[src/rtl/fetch_prefetch_queue_pkg.sv]
// Shared types for the instruction-fetch prefetch queue: PC and instruction
// words, and the queue entry that pairs a fetched word with its next-PC.
package fetch_prefetch_queue_pkg;

  localparam int PC_W     = 8;
  localparam int INSTR_W  = 32;
  localparam int PF_DEPTH = 4;

  typedef logic [PC_W-1:0]    ProgramCounter;
  typedef logic [INSTR_W-1:0] Instruction;

  typedef struct packed {
    ProgramCounter pc;     // fetch address + 1
    Instruction    instr;
  } PfEntry;

endpackage

[src/rtl/fetch_prefetch_queue_if.sv]
// Handshake bundle between the fetch stage, the instruction ROM, the decode
// register and the memory-stage redirect source.
interface fetch_prefetch_queue_if
  import fetch_prefetch_queue_pkg::*;
#(
  parameter int DEPTH = PF_DEPTH
);
  localparam int CNT_W = $clog2(DEPTH) + 1;

  logic              stall;
  logic              redirect;
  ProgramCounter     redirect_pc;
  ProgramCounter     rom_addr;
  Instruction        rom_instr;
  logic              out_valid;
  ProgramCounter     out_pc;
  Instruction        out_instr;
  logic [CNT_W-1:0]  count;

  // Environment side: pipeline control, ROM data, and consumer of the head.
  modport master (
    output stall, redirect, redirect_pc, rom_instr,
    input  rom_addr, out_valid, out_pc, out_instr, count
  );

  // Fetch stage side.
  modport slave (
    input  stall, redirect, redirect_pc, rom_instr,
    output rom_addr, out_valid, out_pc, out_instr, count
  );

endinterface

[src/rtl/fetch_prefetch_queue_pf_fifo.sv]
// Synchronous circular FIFO of PfEntry; flush empties it and beats push/pop.
module pf_fifo
  import fetch_prefetch_queue_pkg::*;
#(
  parameter int DEPTH = PF_DEPTH,
  localparam int PTR_W = $clog2(DEPTH),
  localparam int CNT_W = PTR_W + 1
) (
  input  logic             clk,
  input  logic             rst,
  input  logic             flush,
  input  logic             push,
  input  logic             pop,
  input  PfEntry           din,
  output PfEntry           dout,
  output logic [CNT_W-1:0] count,
  output logic             full,
  output logic             empty
);

  PfEntry           mem [DEPTH];
  logic [PTR_W-1:0] head;
  logic [PTR_W-1:0] tail;
  logic             do_push;
  logic             do_pop;

  assign empty   = (count == '0);
  assign full    = (count == CNT_W'(DEPTH));
  assign do_pop  = pop & ~empty;
  assign do_push = push & (~full | do_pop);

  // NOTE: state registers use non-blocking assignments so every flop samples
  // the pre-edge values of its neighbours regardless of statement order.
  always_ff @(posedge clk) begin
    if (rst || flush) begin
      head  <= '0;
      tail  <= '0;
      count <= '0;
    end else begin
      if (do_push) tail <= tail + PTR_W'(1);
      if (do_pop)  head <= head + PTR_W'(1);
      count <= count + CNT_W'(do_push) - CNT_W'(do_pop);
    end
  end

  // NOTE: storage is deliberately not reset; pointers and count define which
  // entries are meaningful, and a reset-free array maps onto plain RAM/regs.
  always_ff @(posedge clk) begin
    if (do_push) mem[tail] <= din;
  end

  assign dout = empty ? '0 : mem[head];

endmodule

[src/rtl/fetch_prefetch_queue.sv]
// Fetch stage: owns fetch_pc, reads the ROM every cycle and buffers words in
// a prefetch queue so fetch runs ahead of a stalled decode.
module fetch_prefetch_queue
  import fetch_prefetch_queue_pkg::*;
#(
  parameter int DEPTH = PF_DEPTH,
  localparam int CNT_W = $clog2(DEPTH) + 1
) (
  input  logic                   clk,
  input  logic                   rst,
  fetch_prefetch_queue_if.slave  bus
);

  ProgramCounter    fetch_pc;
  ProgramCounter    next_pc;
  PfEntry           head_entry;
  PfEntry           push_entry;
  logic [CNT_W-1:0] fifo_count;
  logic             full;
  logic             empty;
  logic             deq;
  logic             enq;

  assign next_pc = fetch_pc + PC_W'(1);

  // Redirect kills both sides of the queue in the cycle it arrives.
  assign deq = ~empty & ~bus.stall & ~bus.redirect;
  assign enq = ~bus.redirect & (~full | deq);

  assign push_entry = '{pc: next_pc, instr: bus.rom_instr};

  pf_fifo #(.DEPTH(DEPTH)) u_fifo (
    .clk   (clk),
    .rst   (rst),
    .flush (bus.redirect),
    .push  (enq),
    .pop   (deq),
    .din   (push_entry),
    .dout  (head_entry),
    .count (fifo_count),
    .full  (full),
    .empty (empty)
  );

  always_ff @(posedge clk) begin
    if (rst)               fetch_pc <= '0;
    else if (bus.redirect) fetch_pc <= bus.redirect_pc;
    else if (enq)          fetch_pc <= next_pc;
  end

  assign bus.rom_addr  = fetch_pc;
  assign bus.out_valid = ~empty;
  assign bus.out_pc    = head_entry.pc;
  assign bus.out_instr = head_entry.instr;
  assign bus.count     = fifo_count;

endmodule

[src/flat_wrapper.sv]
// flat-port wrapper written by rule: the top's interface ports become plain ports
module fetch_prefetch_queue_flat import fetch_prefetch_queue_pkg::*;
#(
  parameter int DEPTH = PF_DEPTH,
  localparam int CNT_W = $clog2(DEPTH) + 1
)
  (clk, rst, bus_stall, bus_redirect, bus_redirect_pc, bus_rom_instr, bus_rom_addr, bus_out_valid, bus_out_pc, bus_out_instr, bus_count);
  fetch_prefetch_queue_if #(.DEPTH(DEPTH)) bus_i ();
  input  logic clk;
  input  logic rst;
  input wire logic [$bits(bus_i.stall)-1:0] bus_stall;
  input wire logic [$bits(bus_i.redirect)-1:0] bus_redirect;
  input wire logic [$bits(bus_i.redirect_pc)-1:0] bus_redirect_pc;
  input wire logic [$bits(bus_i.rom_instr)-1:0] bus_rom_instr;
  output wire logic [$bits(bus_i.rom_addr)-1:0] bus_rom_addr;
  output wire logic [$bits(bus_i.out_valid)-1:0] bus_out_valid;
  output wire logic [$bits(bus_i.out_pc)-1:0] bus_out_pc;
  output wire logic [$bits(bus_i.out_instr)-1:0] bus_out_instr;
  output wire logic [$bits(bus_i.count)-1:0] bus_count;
  assign bus_i.stall = bus_stall;
  assign bus_i.redirect = bus_redirect;
  assign bus_i.redirect_pc = bus_redirect_pc;
  assign bus_i.rom_instr = bus_rom_instr;
  assign bus_rom_addr = bus_i.rom_addr;
  assign bus_out_valid = bus_i.out_valid;
  assign bus_out_pc = bus_i.out_pc;
  assign bus_out_instr = bus_i.out_instr;
  assign bus_count = bus_i.count;
  fetch_prefetch_queue #(.DEPTH(DEPTH)) u_core (.clk(clk), .rst(rst), .bus(bus_i));
endmodule
[config.mk]
export PLATFORM = sky130hd
export DESIGN_NAME = fetch_prefetch_queue_flat
export DESIGN_NICKNAME = d
export VERILOG_FILES = /design/src/rtl/fetch_prefetch_queue_pkg.sv /design/src/rtl/fetch_prefetch_queue_if.sv /design/src/rtl/fetch_prefetch_queue_pf_fifo.sv /design/src/rtl/fetch_prefetch_queue.sv /design/src/flat_wrapper.sv
export SDC_FILE = /design/constraint.sdc
export NUM_CORES = 1
export LEC_CHECK = 0
export CORE_AREA = 2 2 126 103
export CTS_BUF_LIST = sky130_fd_sc_hd__clkbuf_4 sky130_fd_sc_hd__clkbuf_8 sky130_fd_sc_hd__clkbuf_16
export DETAILED_ROUTE_END_ITERATION = 16
export DIE_AREA = 0 0 128 105
export HOLD_SLACK_MARGIN = 0.08
export MAX_ROUTING_LAYER = met4
export PLACE_DENSITY = 0.84
export SLEW_MARGIN = 0
export SYNTH_ARGS = -nofsm -noshare
export SYNTH_HDL_FRONTEND = slang
export SYNTH_SLANG_ARGS = --single-unit
[constraint.sdc]
create_clock -name clk -period 3.5 [get_ports clk]
set_input_delay 0.35 -clock clk [delete_from_list [all_inputs] [get_ports clk]]
set_output_delay 0.35 -clock clk [all_outputs]
set_load 0.01 [all_outputs]
---- Yosys cells after proc, flatten, opt, wreduce, memory -nomap -nowiden ----
Memory sizes are Yosys's and may differ from the RTL's. A register that Yosys moved wholly into a read port is not among the register bits.
Cells that the tools add are included.
storage, ports and cells
  bits in registers ....................... 15
  bits in writable memories ............... 160
  output and inout port bits .............. 52
  word-level logic and storage cells ...... 32
  memories ................................ 1
operators by class
  $add $sub $neg .......................... 5
  equality and inequality tests ........... 1
  mux-type cells .......................... 7
  bitwise logic cells ..................... 11
  reductions and logical operators ........ 3
memory list
  name               words  bits a word  rd ports  clocked after Yosys merged registers in  write ports  RTL line                            source
  u_core.u_fifo.mem  4      40           1         1                                        1            fetch_prefetch_queue_pf_fifo.sv:21  PfEntry mem [DEPTH];
operators with widths
  cell                   count
  $mux W40               1
  $mux W8                2
  $add A8 B1 Y8 const B  1
  $and A1 B1 Y1          5
  $add A2 B1 Y2 const B  2
  $mux W2                2
  $not A1 Y1             4
  $add A3 B1 Y3          1
  $eq A3 B3 Y1 const B   1
  $logic_not A3 Y1       1
  $sub A3 B1 Y3          1
  $mux W1                2
  $or A1 B1 Y1           2
  $reduce_bool A2 Y1     1
  $logic_or A1 B1 Y1     1

---- Longest topological paths before layout ----
  word-level depth ........................ 9
  mapped depth ............................ 10

---- Cells and area by module ----
From an unflattened synthesis, not the netlist that was laid out.
unflattened totals
  cells, all modules ...................... 374
  area total of the unflattened synthesis .. 7156.9 um^2
modules (own cells, without submodules)
  module                instances  cells an instance  area an instance (um^2)  sequential area each (um^2)
  pf_fifo               1          306                6602.6                   4984.8
  fetch_prefetch_queue  1          68                 554.3                    160.2

---- Least setup slack after synthesis ----
Ideal clock, no wire load.
  kind .................................... reg2reg
  start ................................... reg u_core.u_fifo.count[0]
  end ..................................... reg u_core.u_fifo.count[2]
  library setup time ...................... 0.126 ns
  data arrival time ....................... 2.286 ns
  data required time ...................... 3.374 ns
  slack ................................... 1.088 ns
  stages on the path, launching flop included .. 11
  path buffers ............................ 1
  cells stage by stage .................... dfxtp_1 -> nor3_2 -> clkbuf_1 -> nor3_1 -> ha_1 -> inv_1 -> ha_1 -> fa_1 -> xnor2_1 -> xnor2_1 -> nor2_1
on the way
  longest elaborated chain between the ends .. 9
RTL lines
  item                         RTL line                                                        source
  start: declaration           fetch_prefetch_queue_pf_fifo.sv:16                              output logic [CNT_W-1:0] count,
  start signal: assignment     fetch_prefetch_queue_pf_fifo.sv:42                              count <= count + CNT_W'(do_push) - CNT_W'(do_pop);
  $logic_not A3 Y1 *           fetch_prefetch_queue_pf_fifo.sv:27                              assign empty = (count == '0);
  $not A1 Y1 *                 fetch_prefetch_queue_pf_fifo.sv:29, fetch_prefetch_queue.sv:27
  $and A1 B1 Y1 (2 in series)  fetch_prefetch_queue.sv:27                                      assign deq = ~empty & ~bus.stall & ~bus.redirect;
  $and A1 B1 Y1 *              fetch_prefetch_queue_pf_fifo.sv:29                              assign do_pop = pop & ~empty;
  via u_core.u_fifo.do_pop     fetch_prefetch_queue_pf_fifo.sv:25                              logic do_pop;
  $or A1 B1 Y1                 fetch_prefetch_queue_pf_fifo.sv:30                              assign do_push = push & (~full | do_pop);
  $and A1 B1 Y1                fetch_prefetch_queue_pf_fifo.sv:30
  $add A3 B1 Y3                fetch_prefetch_queue_pf_fifo.sv:42
  $sub A3 B1 Y3 *              fetch_prefetch_queue_pf_fifo.sv:42
Mark *: on every way through the listed nets, which the timed path passes. The rest lies on a longest branch.
A chain may end at the register's enable or synchronous reset.

==> impl_metrics.yaml <==
status:
  status: "complete, no violations"
critical_path:
  worstSetupEndpointType: "output port"
  crit_type: "reg -> out"
  setup.worst_path.start_class: "register"
  critPathMaxFanout: 24
  cp.required_ns: 3.15
  cp.arrival_ns: 2.57
place:
  dp_hpwl_um: 8250
  portBuffers: 95
  dp.cells: 610
  gp_congestion: 0.823
yosys:
  syn-num-nets: 425
  ys_ff_latch: 177
  synth_area_mm2: 0.00704
  avgSynthCellArea_um2: 18.9
  async_flop_share_pct: 0
  synth_edf_count: 160
  synth_cell_type_count: 37
  ys_warn_count: 0
  syn_inst: 373
  synthFlopType: "edfxtp_1"
  ys_seq_area_share_pct: 73.1
die:
  core_area_mm2: 0.0121
  ios: 96
  start_util_pct: 58.3
  core.rowCount: 36
  die-area_mm2: 0.0134
  die_w_um: 128
  die_h_um: 105
route:
  via_per_inst: 5.71
  vias: 3668
  ant_nets: 0
  wire_per_inst_um: 20.5
  first_iter_violations: 286
  drc: 0
  dr.pass1.iters: 4
  routed_wl_um: 13100
power:
  power_mw: 4.62
  ir_drop_mv: 0.369
  pwr_density_cell_mw_per_mm2: 526
  power_leakage_nw: 2.83
timing:
  max_freq_mhz: 343
  hold_violations: 0
  setup_tns_ns: 0
  period_minus_slack_ns: 2.92
  rsz0062_at_grt: "false"
  setup_viol: 0
  timing.final.crit_share_pct: 83.4
  maxSlewViolCount: 0
  slew_headroom_pct: 53.5
  worstMarginPinSlew_ns: 0.697
  fin_worst_skew_ns: 0.0103
finish:
  drive_gt1_share_pct: 18.8
  final_common_cell: "edfxtp_1"
  diodes: 0
  final_util_pct: 72.8
  area_growth_pct: 24.9
  stdcell_count: 642
  layout_common_cells: "edfxtp_1 (160), clkdlybuf4s50_1 (95), mux4_2 (40), nor2b_1 (40), clkbuf_16 (17)"
  nets: 529
global_route:
  grt_pass1_vias: 3824
  grt_usage_pct: 21.7
  grt_pass1_wl_um: 20400
  grt_overflow: 0
  grt_max_degree: 45
  grt_antenna_before_repair: 0
clock_tree:
  clkSlewWorstSetupHoldPaths_ns: 0.06
  cts.root.buffer_cell: "clkbuf_16"
  post-cts-setup-buffers: 0
  cts_buffers: 17
  hold_buffers: 0
  clock_latency_ns: 0.43
  cts_tree: "built"
  cts_sinks: 177
  cts_resized: 0
  clock_path_buffers: 2
  htreeDepth: 4
job:
  cap_violations: 0
hold_path:
  hold_class: "in -> reg"
power breakdown:
| group | leakage (nW) | internal [mW] | switching [mW] | total (mW) |
|---|---|---|---|---|
| Sequential | 1.61 | 2.39 | 0.0351 | 2.42 |
| Combinational | 0.948 | 0.211 | 0.182 | 0.393 |
| Clock | 0.267 | 1.05 | 0.751 | 1.80 |
metal layers:
layer	up-vias	wire (µm)	GRT usage (%)
met5	-	0	-
met4	0	184	6.91
li1	1663	-	-
met3	15	781	7.07
met2	133	6470	32.7
met1	1857	5710	28.5
worst paths after layout:
kind                           from                      to  slack, ns  cells past startpoint
min reg2reg   u_core.u_fifo.tail[1]   u_core.u_fifo.tail[1]       0.50                      2
max reg2reg  u_core.u_fifo.count[1]  u_core.u_fifo.count[2]       1.12                     10
min              bus_redirect_pc[2]  u_core.bus.rom_addr[2]       0.49                      3
max                        register       bus_out_instr[11]       0.58                      4
final cells by class:
type	count	area, µm²
Clock buffer	18	433
Clock inverter	14	141
Fill cell	721	3280
Inverter	16	60.1
Multi-Input combinational cell	162	1750
Sequential cell	177	5150
Tap cell	152	190
Timing Repair Buffer	103	1060
worst max-delay path: stages (launching register included):
cell	delay [ns]
dfxtp_4	0.67
buf_12	0.26
mux4_2	0.53
nor2b_1	0.16
clkdlybuf4s50_1	0.51
synth_stat cells (3+ instances only):
cell | number | area [µm²]
o21ai_0 | 4 | 20.0
a21oi_1 | 8 | 40.0
mux4_2 | 40 | 901
nor2_1 | 12 | 45.0
inv_1 | 16 | 60.1
nor2b_1 | 40 | 250
nand3_1 | 3 | 15.0
and2_1 | 4 | 25.0
ha_1 | 7 | 87.6
clkbuf_1 | 13 | 48.8
dfxtp_1 | 17 | 340
xor2_1 | 4 | 35.0
xnor2_1 | 9 | 78.8
nand2_1 | 8 | 30.0
buf_4 | 4 | 30.0
edfxtp_1 | 160 | 4800
state kept, by name (all words and copies together) (netlist names), named ones only:
register             count
u_core.u_fifo.count      3
u_core.u_fifo.head       2
u_core.u_fifo.mem      160
u_core.u_fifo.tail       2
u_core.bus.rom_addr      8
cell families (layout without fill, tap and decap cells):
family,count (synthesis),after routing,share of synthesized area [%]
AOI/OAI and AO/OA,24,24,2.38
xor gates and xnor gates,13,13,1.62
adders and majority gates,8,8,1.53
buffers and inverters,34,151,2.13
DFF,177,177,73.1
muxes,40,40,12.8
and+or+nand+nor,77,77,6.40
stage by stage:
step / hold slack [ns] / instance area, µm² / setup slack, ns
5_1_grt: 0.485 / 8790 / 0.402
4_1_cts: 0.476 / 8790 / 0.503
3_3_place_gp: 0.483 / 8210 / 0.769
6_report: 0.492 / 8790 / 0.581
3_5_place_dp: 0.485 / 8210 / 0.661
2_1_floorplan: 0.449 / 7040 / 1.09
(Power assumes the default switching activity.)
